`config.mk`:
```
export PLATFORM = sky130hd
export DESIGN_NAME = fphub_to_ieee_stream
export DESIGN_NICKNAME = d
export VERILOG_FILES = /design/src/rtl/fphub_to_ieee_stream.sv
export SDC_FILE = /design/constraint.sdc
export NUM_CORES = 1
export LEC_CHECK = 0
export CORE_MARGIN = 2
export CORE_UTILIZATION = 46
export DETAILED_ROUTE_END_ITERATION = 16
export PLACE_DENSITY = 0.77
export SLEW_MARGIN = 20
export SYNTH_ARGS = -nofsm -noshare
export SYNTH_HDL_FRONTEND = slang
export SYNTH_SLANG_ARGS = --single-unit
```
`constraint.sdc`:
```
create_clock -name clk -period 2.6 [get_ports clk]
set_input_delay 0.52 -clock clk [delete_from_list [all_inputs] [get_ports clk]]
set_output_delay 0.52 -clock clk [all_outputs]
set_load 0.01 [all_outputs]
```
`src/rtl/fphub_to_ieee_stream.sv`:
```
`default_nettype none
// ============================================================================
//  Module      : fphub_to_ieee_stream
//  Description : Streaming HUB -> IEEE-style converter placed after FPHUB_mult.
//                Each HUB word {s, e, m} becomes an exact IEEE-style word
//                {s, e-1, {m, 1'b1}} with M+1 stored mantissa bits. HUB zero
//                and infinity map to their IEEE codes, and a HUB exponent of 0
//                with a non-zero mantissa is flushed to signed zero and
//                flagged as an underflow.
//                The block is a two-stage pipeline with valid/ready handshakes
//                on both sides, full throughput and no word loss.
//
//  Ports       : clk, rst         rising-edge clock, synchronous active-high reset
//                in_valid/in_ready/in_data     upstream handshake, HUB word
//                out_valid/out_ready/out_data  downstream handshake, IEEE word
//                out_uflow        current out_data is an underflow flush
//                cnt_out, cnt_uflow, cnt_clr   saturating status counters,
//                                 present only with FPHUB_STATUS_CNT_EN
//
//  Options     : `define FPHUB_STATUS_CNT_EN adds the status counters.
//
//  Revision    : 1.0  initial release
// ============================================================================
module fphub_to_ieee_stream #(
    parameter int M = 23,
    parameter int E = 8
`ifdef FPHUB_STATUS_CNT_EN
    ,
    parameter int CNT_W = 16
`endif
) (
    input  logic             clk,
    input  logic             rst,
    input  logic             in_valid,
    output logic             in_ready,
    input  logic [E+M:0]     in_data,
    output logic             out_valid,
    input  logic             out_ready,
    output logic [E+M+1:0]   out_data,
    output logic             out_uflow
`ifdef FPHUB_STATUS_CNT_EN
    ,
    output logic [CNT_W-1:0] cnt_out,
    output logic [CNT_W-1:0] cnt_uflow,
    input  logic             cnt_clr
`endif
);

    // Decoded class of a HUB word, carried from S1 into S2
    localparam logic [1:0] c_cls_zero  = 2'd0;
    localparam logic [1:0] c_cls_inf   = 2'd1;
    localparam logic [1:0] c_cls_uflow = 2'd2;
    localparam logic [1:0] c_cls_norm  = 2'd3;

    localparam logic [E-1:0] c_exp_one = {{(E-1){1'b0}}, 1'b1};

    // ------------------------------------------------------------------
    // Input field split and classification
    // ------------------------------------------------------------------
    logic         w_in_sign;
    logic [E-1:0] w_in_exp;
    logic [M-1:0] w_in_mant;
    logic [1:0]   w_in_cls;

    assign w_in_sign = in_data[E+M];
    assign w_in_exp  = in_data[E+M-1:M];
    assign w_in_mant = in_data[M-1:0];

    always_comb begin
        w_in_cls = c_cls_norm;
        if ((w_in_exp == '0) && (w_in_mant == '0)) begin
            w_in_cls = c_cls_zero;
        end else if ((&w_in_exp) && (&w_in_mant)) begin
            w_in_cls = c_cls_inf;
        end else if (w_in_exp == '0) begin
            // IEEE exponent would be -1: not representable, flush to zero
            w_in_cls = c_cls_uflow;
        end
    end

    // ------------------------------------------------------------------
    // Pipeline control
    // ------------------------------------------------------------------
    logic r_s1_v;
    logic r_s2_v;
    logic w_s1_en;
    logic w_s2_en;

    assign w_s2_en  = !r_s2_v || out_ready;
    assign w_s1_en  = !r_s1_v || w_s2_en;
    assign in_ready = w_s1_en;

    // ------------------------------------------------------------------
    // Stage S1: class plus raw fields
    // ------------------------------------------------------------------
    logic [1:0]   r_s1_cls;
    logic         r_s1_sign;
    logic [E-1:0] r_s1_exp;
    logic [M-1:0] r_s1_mant;

    always_ff @(posedge clk) begin
        if (rst) begin
            r_s1_v    <= 1'b0;
            r_s1_cls  <= c_cls_zero;
            r_s1_sign <= 1'b0;
            r_s1_exp  <= '0;
            r_s1_mant <= '0;
        end else if (w_s1_en) begin
            r_s1_v <= in_valid;
            // Fields only load with a real word so a bubble leaves them intact
            if (in_valid) begin
                r_s1_cls  <= w_in_cls;
                r_s1_sign <= w_in_sign;
                r_s1_exp  <= w_in_exp;
                r_s1_mant <= w_in_mant;
            end
        end
    end

    // ------------------------------------------------------------------
    // Stage S2: final IEEE word
    // ------------------------------------------------------------------
    logic [E+M+1:0] w_s2_word;
    logic           w_s2_uflow;
    logic [E+M+1:0] r_s2_data;
    logic           r_s2_uflow;

    always_comb begin
        w_s2_word  = {r_s1_sign, {(E+M+1){1'b0}}};
        w_s2_uflow = 1'b0;
        case (r_s1_cls)
            c_cls_inf: begin
                w_s2_word = {r_s1_sign, {E{1'b1}}, {(M+1){1'b0}}};
            end
            c_cls_uflow: begin
                w_s2_uflow = 1'b1;
            end
            c_cls_norm: begin
                // HUB bias is one larger than IEEE bias; the ILSB becomes explicit
                w_s2_word = {r_s1_sign, r_s1_exp - c_exp_one, r_s1_mant, 1'b1};
            end
            default: begin
                w_s2_word  = {r_s1_sign, {(E+M+1){1'b0}}};
                w_s2_uflow = 1'b0;
            end
        endcase
    end

    always_ff @(posedge clk) begin
        if (rst) begin
            r_s2_v     <= 1'b0;
            r_s2_data  <= '0;
            r_s2_uflow <= 1'b0;
        end else if (w_s2_en) begin
            r_s2_v <= r_s1_v;
            // Output word holds its last value while no new word arrives
            if (r_s1_v) begin
                r_s2_data  <= w_s2_word;
                r_s2_uflow <= w_s2_uflow;
            end
        end
    end

    assign out_valid = r_s2_v;
    assign out_data  = r_s2_data;
    assign out_uflow = r_s2_uflow;

`ifdef FPHUB_STATUS_CNT_EN
    // ------------------------------------------------------------------
    // Saturating status counters, clear wins over increment
    // ------------------------------------------------------------------
    localparam logic [CNT_W-1:0] c_cnt_one = {{(CNT_W-1){1'b0}}, 1'b1};

    logic             w_out_xfer;
    logic [CNT_W-1:0] r_cnt_out;
    logic [CNT_W-1:0] r_cnt_uflow;

    assign w_out_xfer = r_s2_v && out_ready;

    always_ff @(posedge clk) begin
        if (rst || cnt_clr) begin
            r_cnt_out   <= '0;
            r_cnt_uflow <= '0;
        end else if (w_out_xfer) begin
            if (!(&r_cnt_out)) begin
                r_cnt_out <= r_cnt_out + c_cnt_one;
            end
            if (r_s2_uflow && !(&r_cnt_uflow)) begin
                r_cnt_uflow <= r_cnt_uflow + c_cnt_one;
            end
        end
    end

    assign cnt_out   = r_cnt_out;
    assign cnt_uflow = r_cnt_uflow;
`endif

endmodule
`default_nettype wire

```
==> metrics.txt <==
Post-CTS Resized=0; Rows=27; gr ovfl total=0; DRC viols=0; Worst Path Arrival=1.70 ns; Pwr per Cell Area=613 nW/um^2; Post-DRT Antenna Nets=0; crit start category=input port; Syn Area/Cell=8.31 sq um; Max VDD drop=0.447 mV; Fin. Hold Viols=0; CTS HTree Levels=3; First-pass DRT Iterations=5; Power, Total=2240 uW; WP data required=2.08 ns; synthesized area=2690 sq um; Netlist cell types=34; CP Class=in2out; Max Root-Sink Buffers=2; clock slew at reported path FFs=0.08 ns; static leakage=0.00131 uW; Routed Wire Length=6840 um; Setup TNS=0 ns; Synth Instances=324; DIE WIDTH=80.5 um; hold slack=0.456 ns; critical path capture point type=output pin; status=complete, no violations; syn nets=361; via count=2492; max-capacitance violation count=0; Layout Nets=428; post-CTS setup buffers=0; clk sink count=70; RSZ-0062 raised after global routing=false; first-pass GRT wire length=11100 um; post-DR vias/cell=5.32; most frequent cells in the layout=nand2_1 (78), clkdlybuf4s50_1 (70), dfxtp_1 (70); share of layout cells above drive strength 1=0.0732; Max Clock Freq=451 MHz; clock buffer count from CTS=9; diodes inserted=0; clock latency on the worst-skew pair=0.34 ns; Hold Crit Class=reg2reg; Final Max Slew Viols=0; CTS tree=yes; initial antenna violation count=0; GP Congestion=0.781; # fillers=459; final instance area=3660 sq um; hpwl dp=4940 um; clock skew=0.00836 ns; Area Growth Syn to Fin=36.0%; Cells after DPL=452; number of synthesized register bits=70; port bufs=71; Starting Density=0.483; drt wl/cell=14.6 um; die area=6480 sq um; CP max FO=3; I/O pins=72; number of global-route vias before repair=2384; die height=80.5 um; DP Area=3460 sq um; Non-Filler Instances=468; final setup violation count=0; final period utilization=0.852; hold_buf cts=0; sequential area share after synthesis=0.520; GRT Util Overall=0.220; min Tclk post-route=2.22 ns; largest net degree at the start of global routing=38; Root Buffer=clkbuf_8; Least-Margin Pin Slew=0.945 ns; Yosys Warn Count=0; Iteration-0 DRC Markers=142; Placeable Area=5570 sq um; max_slew headroom=0.370; commonest non-fill, non-tap cell in the layout=nand2_1
## cell type report
| class | instances | area, sq um | share of cell area |
|---|---|---|---|
| flip-flops and latches | 70 | 1400 | 0.383 |
| multi-input cells | 226 | 1190 | 0.325 |
| repair buffers | 79 | 766 | 0.209 |
| clock buffers | 9 | 124 | 0.0338 |
| well taps | 72 | 90.1 | 0.0246 |
| clock inverters | 7 | 73.8 | 0.0202 |
| inverters | 5 | 18.8 | 0.00512 |
## final timing paths
kind,slack [ns],from,depth (start not counted),endpoint
hold / removal,0.46,out_data[24]$_SDFFE_PP0P_,2,out_data[24]$_SDFFE_PP0P_
setup / recovery,0.38,out_ready,3,in_ready
setup reg to reg,0.77,r_s1_cls[0]$_SDFFE_PP0P_,3,out_data[8]$_SDFFE_PP0P_
hold reg to reg,0.46,out_data[24]$_SDFFE_PP0P_,2,out_data[24]$_SDFFE_PP0P_
## per-layer routing
metal,track usage,vias up,routed length [um]
met5,0,-,0
met4,0.0915,0,157
met3,0.0483,13,352
met2,0.344,79,3410
met1,0.294,1141,2920
li1,-,1259,-
## synthesized netlist by cell type (all sizes together)
| library cell | n | area, sq um |
|---|---|---|
| dfxtp | 70 | 1400 |
| a311oi | 1 | 8.76 |
| nand2b | 1 | 6.26 |
| nand3 | 1 | 5.00 |
| a21oi | 43 | 215 |
| nand4 | 8 | 50.1 |
| nor4 | 10 | 77.6 |
| nor3 | 4 | 20.0 |
| a22oi | 23 | 173 |
| xnor2 | 2 | 17.5 |
| o211ai | 4 | 30.0 |
| buf | 4 | 16.3 |
| nor2 | 28 | 105 |
| o311ai | 1 | 8.76 |
| nand2 | 78 | 293 |
| or4 | 2 | 18.8 |
| nor3b | 2 | 15.0 |
| and4b | 1 | 10.0 |
| mux2i | 1 | 10.0 |
| inv | 5 | 18.8 |
| or3 | 3 | 20.0 |
| o41ai | 1 | 8.76 |
| clkbuf | 19 | 71.3 |
| o31a | 1 | 8.76 |
| xor2 | 2 | 17.5 |
| nand3b | 3 | 22.5 |
| and4 | 1 | 8.76 |
| ha | 1 | 12.5 |
| o21ai | 2 | 10.0 |
| nor2b | 2 | 12.5 |
## registers in the layout (all words and copies together), names as in the netlist
signal / cells
out_data: 33
r_s1_mant: 23
r_s1_exp: 8
r_s1_cls: 2
out_uflow: 1
out_valid: 1
r_s1_sign: 1
r_s1_v: 1
## cells by family (layout without fill, tap and decap cells)
group | count (synthesis) | after routing | share of synthesized area
AOI/OAI and AO/OA | 76 | 76 | 0.172
xor gates and xnor gates | 4 | 4 | 0.0130
adders and majority gates | 1 | 1 | 0.00465
buffers and inverters | 28 | 100 | 0.0395
DFF | 70 | 70 | 0.520
muxes | 1 | 1 | 0.00372
and+or+nand+nor | 144 | 144 | 0.247
## where the power goes
group | internal, uW | total [uW] | switching [uW] | leakage (uW)
clock network | 446 | 859 | 414 | 0.0000996
logic | 116 | 243 | 126 | 0.000643
registers | 1110 | 1140 | 31.4 | 0.000572
total | 1670 | 2240 | 572 | 0.00131
## critical path, stage by stage
cell	delay, ns
clkdlybuf4s50_1	0.48
nand3b_1	0.15
clkdlybuf4s50_1	0.55
## stage by stage
stage,setup slack (ns),util
finish,0.384,0.657
global placement,0.337,0.622
CTS,0.380,0.657
floorplan,1.02,-
detailed placement,0.255,0.622
global route,0.344,0.657
(Power assumes the default switching activity.)
